==> config.mk <==
export PLATFORM = sky130hd
export DESIGN_NAME = uart_rx_deframer
export DESIGN_NICKNAME = d
export VERILOG_FILES = /design/src/rtl/uart_rx_deframer.sv
export SDC_FILE = /design/constraint.sdc
export NUM_CORES = 1
export LEC_CHECK = 0
export ABC_AREA = 1
export CORE_UTILIZATION = 53
export DETAILED_ROUTE_END_ITERATION = 8
export GPL_TIMING_DRIVEN = 1
export PLACE_DENSITY = 0.73
export SYNTH_ARGS = -nofsm -noshare
export SYNTH_HDL_FRONTEND = slang
export SYNTH_SLANG_ARGS = --single-unit
==> constraint.sdc <==
create_clock -name clk -period 1.6 [get_ports clk]
set_input_delay 0.16 -clock clk [delete_from_list [all_inputs] [get_ports clk]]
set_output_delay 0.16 -clock clk [all_outputs]
set_load 0.05 [all_outputs]
==> src/rtl/uart_rx_deframer.sv <==
// rtl/uart_rx_deframer.sv - UART receive deframer with AXI-Stream output register
//
// Purpose: synchronises rxd, detects the start edge, drives the prescaler enable and
// samples start/data/[parity]/stop bits on the prescaler mid-bit strobe. A finished
// byte is loaded into a one-entry AXI-Stream output register; framing and overrun
// conditions are reported as single-cycle pulses.
//
// Optional feature macro: UART_RX_PARITY_EN (adds a parity bit after the data bits).
//
// Ports:
//   clk, rst        clock, synchronous active-high reset
//   rxd             asynchronous serial input, idle high
//   pre_en          prescaler enable (prescaler counter held at 0 while low)
//   pre_stb         prescaler end-of-bit strobe (only checked, never used by datapath)
//   pre_half        prescaler mid-bit strobe, sample point
//   m_axis_tdata    received data, LSB first on the line
//   m_axis_tvalid   output register holds an unconsumed byte
//   m_axis_tready   downstream accept
//   frame_err       1-cycle pulse, a stop bit was sampled low
//   overrun         1-cycle pulse, byte completed while output register was full
//   parity_odd      (UART_RX_PARITY_EN) 1: odd parity, 0: even parity
//   parity_err      (UART_RX_PARITY_EN) 1-cycle pulse, parity mismatch

module uart_rx_deframer #(
   parameter int DATA_BITS   = 8,
   parameter int STOP_BITS   = 1,
   parameter int SYNC_STAGES = 2
) (
   input  logic                 clk,
   input  logic                 rst,
   input  logic                 rxd,
   output logic                 pre_en,
   input  logic                 pre_stb,
   input  logic                 pre_half,
   output logic [DATA_BITS-1:0] m_axis_tdata,
   output logic                 m_axis_tvalid,
   input  logic                 m_axis_tready,
   output logic                 frame_err,
   output logic                 overrun
`ifdef UART_RX_PARITY_EN
   ,
   input  logic                 parity_odd,
   output logic                 parity_err
`endif
);

   localparam int BCW = (DATA_BITS > 1) ? $clog2(DATA_BITS) : 1;

`ifdef UART_RX_PARITY_EN
   typedef enum logic [2:0] {S_IDLE, S_START, S_DATA, S_PARITY, S_STOP} state_t;
`else
   typedef enum logic [2:0] {S_IDLE, S_START, S_DATA, S_STOP} state_t;
`endif

   state_t                 state_q, state_d;
   logic [SYNC_STAGES-1:0] sync_q, sync_d;
   logic                   rxd_q, rxd_d;
   logic                   rxd_s;
   logic [BCW-1:0]         bit_cnt_q, bit_cnt_d;
   logic                   stop_cnt_q, stop_cnt_d;
   logic [DATA_BITS-1:0]   shreg_q, shreg_d;
   logic                   ferr_q, ferr_d;
   logic                   pre_en_q, pre_en_d;
   logic [DATA_BITS-1:0]   tdata_q, tdata_d;
   logic                   tvalid_q, tvalid_d;
   logic                   frame_err_q, frame_err_d;
   logic                   overrun_q, overrun_d;
   logic                   ferr_next;
   logic                   discard;
`ifdef UART_RX_PARITY_EN
   logic                   perr_q, perr_d;
   logic                   parity_err_q, parity_err_d;
`endif

   assign rxd_s = sync_q[SYNC_STAGES-1];

   always_comb begin
      sync_d       = {sync_q[SYNC_STAGES-2:0], rxd};
      rxd_d        = rxd_s;
      state_d      = state_q;
      bit_cnt_d    = bit_cnt_q;
      stop_cnt_d   = stop_cnt_q;
      shreg_d      = shreg_q;
      ferr_d       = ferr_q;
      tdata_d      = tdata_q;
      // A handshake empties the register; a completion in the same cycle may reload it.
      tvalid_d     = tvalid_q & ~m_axis_tready;
      frame_err_d  = 1'b0;
      overrun_d    = 1'b0;
      ferr_next    = ferr_q;
      discard      = 1'b0;
`ifdef UART_RX_PARITY_EN
      perr_d       = perr_q;
      parity_err_d = 1'b0;
`endif

      case (state_q)
         S_IDLE: begin
            if (rxd_q && !rxd_s) begin
               state_d = S_START;
               ferr_d  = 1'b0;
`ifdef UART_RX_PARITY_EN
               perr_d  = 1'b0;
`endif
            end
         end
         S_START: begin
            if (pre_half) begin
               if (!rxd_s) begin
                  state_d   = S_DATA;
                  bit_cnt_d = '0;
               end else begin
                  // Start bit vanished by mid-bit: treat as a glitch.
                  state_d = S_IDLE;
               end
            end
         end
         S_DATA: begin
            if (pre_half) begin
               shreg_d[bit_cnt_q] = rxd_s;
               bit_cnt_d          = bit_cnt_q + BCW'(1);
               if (bit_cnt_q == BCW'(DATA_BITS - 1)) begin
                  stop_cnt_d = 1'b0;
`ifdef UART_RX_PARITY_EN
                  state_d    = S_PARITY;
`else
                  state_d    = S_STOP;
`endif
               end
            end
         end
`ifdef UART_RX_PARITY_EN
         S_PARITY: begin
            if (pre_half) begin
               if (rxd_s != ((^shreg_q) ^ parity_odd)) begin
                  perr_d = 1'b1;
               end
               stop_cnt_d = 1'b0;
               state_d    = S_STOP;
            end
         end
`endif
         S_STOP: begin
            if (pre_half) begin
               ferr_next = ferr_q | ~rxd_s;
               ferr_d    = ferr_next;
               if (stop_cnt_q == 1'(STOP_BITS - 1)) begin
                  state_d = S_IDLE;
                  discard = ferr_next;
`ifdef UART_RX_PARITY_EN
                  discard      = ferr_next | perr_q;
                  parity_err_d = perr_q;
`endif
                  if (discard) begin
                     frame_err_d = ferr_next;
                  end else if (tvalid_q && !m_axis_tready) begin
                     overrun_d = 1'b1;
                  end else begin
                     tdata_d  = shreg_q;
                     tvalid_d = 1'b1;
                  end
               end else begin
                  stop_cnt_d = 1'b1;
               end
            end
         end
         default: state_d = S_IDLE;
      endcase

      pre_en_d = (state_d != S_IDLE);
   end

   always_ff @(posedge clk) begin
      if (rst) begin
         state_q      <= S_IDLE;
         sync_q       <= '1;
         rxd_q        <= 1'b1;
         bit_cnt_q    <= '0;
         stop_cnt_q   <= 1'b0;
         shreg_q      <= '0;
         ferr_q       <= 1'b0;
         pre_en_q     <= 1'b0;
         tdata_q      <= '0;
         tvalid_q     <= 1'b0;
         frame_err_q  <= 1'b0;
         overrun_q    <= 1'b0;
`ifdef UART_RX_PARITY_EN
         perr_q       <= 1'b0;
         parity_err_q <= 1'b0;
`endif
      end else begin
         state_q      <= state_d;
         sync_q       <= sync_d;
         rxd_q        <= rxd_d;
         bit_cnt_q    <= bit_cnt_d;
         stop_cnt_q   <= stop_cnt_d;
         shreg_q      <= shreg_d;
         ferr_q       <= ferr_d;
         pre_en_q     <= pre_en_d;
         tdata_q      <= tdata_d;
         tvalid_q     <= tvalid_d;
         frame_err_q  <= frame_err_d;
         overrun_q    <= overrun_d;
`ifdef UART_RX_PARITY_EN
         perr_q       <= perr_d;
         parity_err_q <= parity_err_d;
`endif
      end
   end

   // pre_en drops one cycle after the last mid-bit sample, well before the
   // prescaler can reach its end-of-bit count, so pre_stb never arrives in IDLE.
   a_no_stb_in_idle: assert property (@(posedge clk) disable iff (rst)
      !(pre_stb && state_q == S_IDLE));

   assign pre_en        = pre_en_q;
   assign m_axis_tdata  = tdata_q;
   assign m_axis_tvalid = tvalid_q;
   assign frame_err     = frame_err_q;
   assign overrun       = overrun_q;
`ifdef UART_RX_PARITY_EN
   assign parity_err    = parity_err_q;
`endif

endmodule

==> impl_metrics.toml <==
[run_status]
status = "finished clean"

[yosys]
yosysWarnings = 0
synth-xor-area-share = 0
synthMuxAreaShare = 0
synth_top_family_by_area = "simple AND/OR/NAND/NOR gates"
syn_nets = 193
synth_cell_type_count = 25
synth_area_per_cell_sq_um = 7.38
synth_seq_cells = 30
synth_fa_ha_area_frac = 0.0183
synth_area_sq_mm = 0.00137
synth-compound-area-share = 0.0477
yosysSeqAreaShare = 0.440
synth_simple_gate_area_frac = 0.383
netlist_instances = 185

[setup_path]
critPathTopFamily = "simple AND/OR/NAND/NOR gates"
cpPeakStageDelay_ps = 350
cp.required_ps = 1850
cp_slowest_cell = "dfxtp_1"
r2r_setup_slack_ps = 250
end_kind = "flip-flop"
crit_type = "reg2reg"
reg2reg_depth = 5
critPathArrivalTime_ps = 1600
cp_num_buf_inv = 0
critPathLaunchType = "flip-flop"
r2r_start = "state_q[0]$_SDFF_PP0_"
r2r_end = "shreg_q[3]$_SDFFE_PP0P_"
cp_max_fo = 19
path_cells = "nor2_2 > nand3_4 > nor2_1 > nand2_1 > a21oi_1"

[sta]
setup_viol = 0
finalSetupTns_ps = 0
setup_ws_ps = 246
fin_hold_ws_ps = 396
finalHoldViolCount = 0
finalMaxSlewViolations = 0
rsz0062_at_grt = "no"
timing.final.crit_share = 0.846
fin_skew_ps = 3.24
fmax_mhz = 739
post-route-min-period_ps = 1350

[placed_design]
pre_cts_slack_ps = 38.1
hpwlAfterDp_um = 1670
io_buffer_count = 16
globalplace.congestion = 0.776

[clock_tree]
cts_buffers = 5
cts_root_buf = "clkbuf_4"
path_clk_slew_ps = 90
htreeDepth = 2
clock_path_buffers = 2
cts_tree = "built"
insertion_delay_ps = 320
cts.sinks = 30

[route]
drt-vias-per-instance = 4.57
wl_per_cell_um = 9.83
dr.pass1.iters = 4
drtAntennaViolNets = 0
drc = 0
dr_total_vias = 1079
drt_iter0_markers = 14
wl_um = 2320

[hold_path]
hold_start = "rxd"
min_path_type = "in2reg"
min_to = "sync_q[0]$_SDFF_PP1_"
hold_depth = 2

[floorplan]
core_sq_mm = 0.00245
ios = 18
rows = 18
die_h_um = 52.8
dieArea_sq_mm = 0.00278
start_util = 0.556
chipWidth_um = 52.8

[global_routing]
gr-total-overflow = 0
gr-usage-all-layers = 0.200
grt_pass1_wl_um = 3910
grt_max_degree = 23
grt_pass1_vias = 910
antenna_found_initial = 0

[cells_and_area]
area_delta_synth_final_pct = 15.3
layout-drive-gt1-share = 0.199
layout_commonest_cell = "nor2_1"
post-route-util = 0.641
mostFrequentLayoutCells = "40 x nor2_1, 38 x nand2_1, 30 x dfxtp_1"
fin_nets = 213
n_antenna_cell = 0

[pwr]
p_per_area_mw_per_mm2 = 814
p_leak_uw = 0.000728
peakVddDrop_mv = 0.875
power_uw = 1280

[job]
drv_cap = 0
[layout make-up]
cell class	count	area, sq um
clock inverters	1	5.00
flip-flops and latches	30	601
inverters	24	92.6
fillers	238	881
multi-input cells	124	617
repair buffers	20	166
well taps	30	37.5
clock buffers	7	55.1
[flip-flops by register name, indices dropped and copies added (netlist names), 2 cells and up]
signal and flops:
bit_cnt_q 3, m_axis_tdata 8, shreg_q 8, state_q 3
sync_q 2
[synth_stat cells (all sizes together)]
cell | count | share of area
or2 | 2 | 0.0092
inv | 24 | 0.068
conb | 1 | 0.0027
nor2 | 44 | 0.14
nor3 | 8 | 0.051
nand4 | 2 | 0.0092
a21oi | 5 | 0.018
ha | 2 | 0.018
o21ai | 8 | 0.029
nand2 | 41 | 0.12
nand3 | 11 | 0.053
dfxtp | 30 | 0.44
buf | 6 | 0.038
clkbuf | 1 | 0.0027
[report_power, final]
part	leakage, uW	switching [uW]	internal (uW)	total [uW]
logic	0.000450	33.9	22.4	56.3
registers	0.000243	4.11	752	756
clock network	0.0000353	256	213	469
total	0.000728	294	987	1280
[worst max path at each step]
stage	slack, ps	endpoint	start	cells past startpoint
after global routing	130	shreg_q[3]$_SDFFE_PP0P_	state_q[0]$_SDFF_PP0_	5
final	250	shreg_q[3]$_SDFFE_PP0P_	state_q[0]$_SDFF_PP0_	5
after floorplan	260	m_axis_tdata[0]$_SDFFE_PP0P_	m_axis_tvalid$_SDFF_PP0_	6
after CTS	6	frame_err	frame_err$_SDFF_PP0_	1
after detailed placement	40	shreg_q[3]$_SDFFE_PP0P_	pre_half	5
after global placement	130	m_axis_tdata[0]$_SDFFE_PP0P_	pre_half	6
[cell families (layout without fill, tap and decap cells)]
logic type,count (synthesis),in the layout
DFF,30,30
other,1,1
buffers and inverters,31,52
adders and majority gates,2,2
AOI/OAI and AO/OA,13,13
and+or+nand+nor,108,108
[layer usage]
| layer | GRT usage | vias to the layer above | wire (um) | share of wire |
|---|---|---|---|---|
| li1 | - | 609 | - | - |
| met3 | 0.0609 | 5 | 66 | 0.028 |
| met5 | 0 | - | 0 | 0 |
| met1 | 0.270 | 450 | 1200 | 0.52 |
| met2 | 0.281 | 15 | 1010 | 0.44 |
| met4 | 0.105 | 0 | 40 | 0.017 |
[per-stage QoR]
step,cells,instance area [sq um]
after global routing,236,1570
after global placement,228,1510
after floorplan,185,1370
after detailed placement,228,1510
final,236,1570
after CTS,236,1570
[worst register-to-register path, delay by kind of cell, from the launching register on]
family	cells	cell delay, ps
DFF	1	350
and+or+nand+nor	4	760
AOI/OAI and AO/OA	1	170
[what timing repair did]
item / CTS / global route
resized for setup: 1 / 1
pin swaps: 0 / 0
setup endpoints to repair: 1 / 1
hold buffers: 0 / 0
buffers inserted: 0 / 0
(Power assumes the default switching activity.)
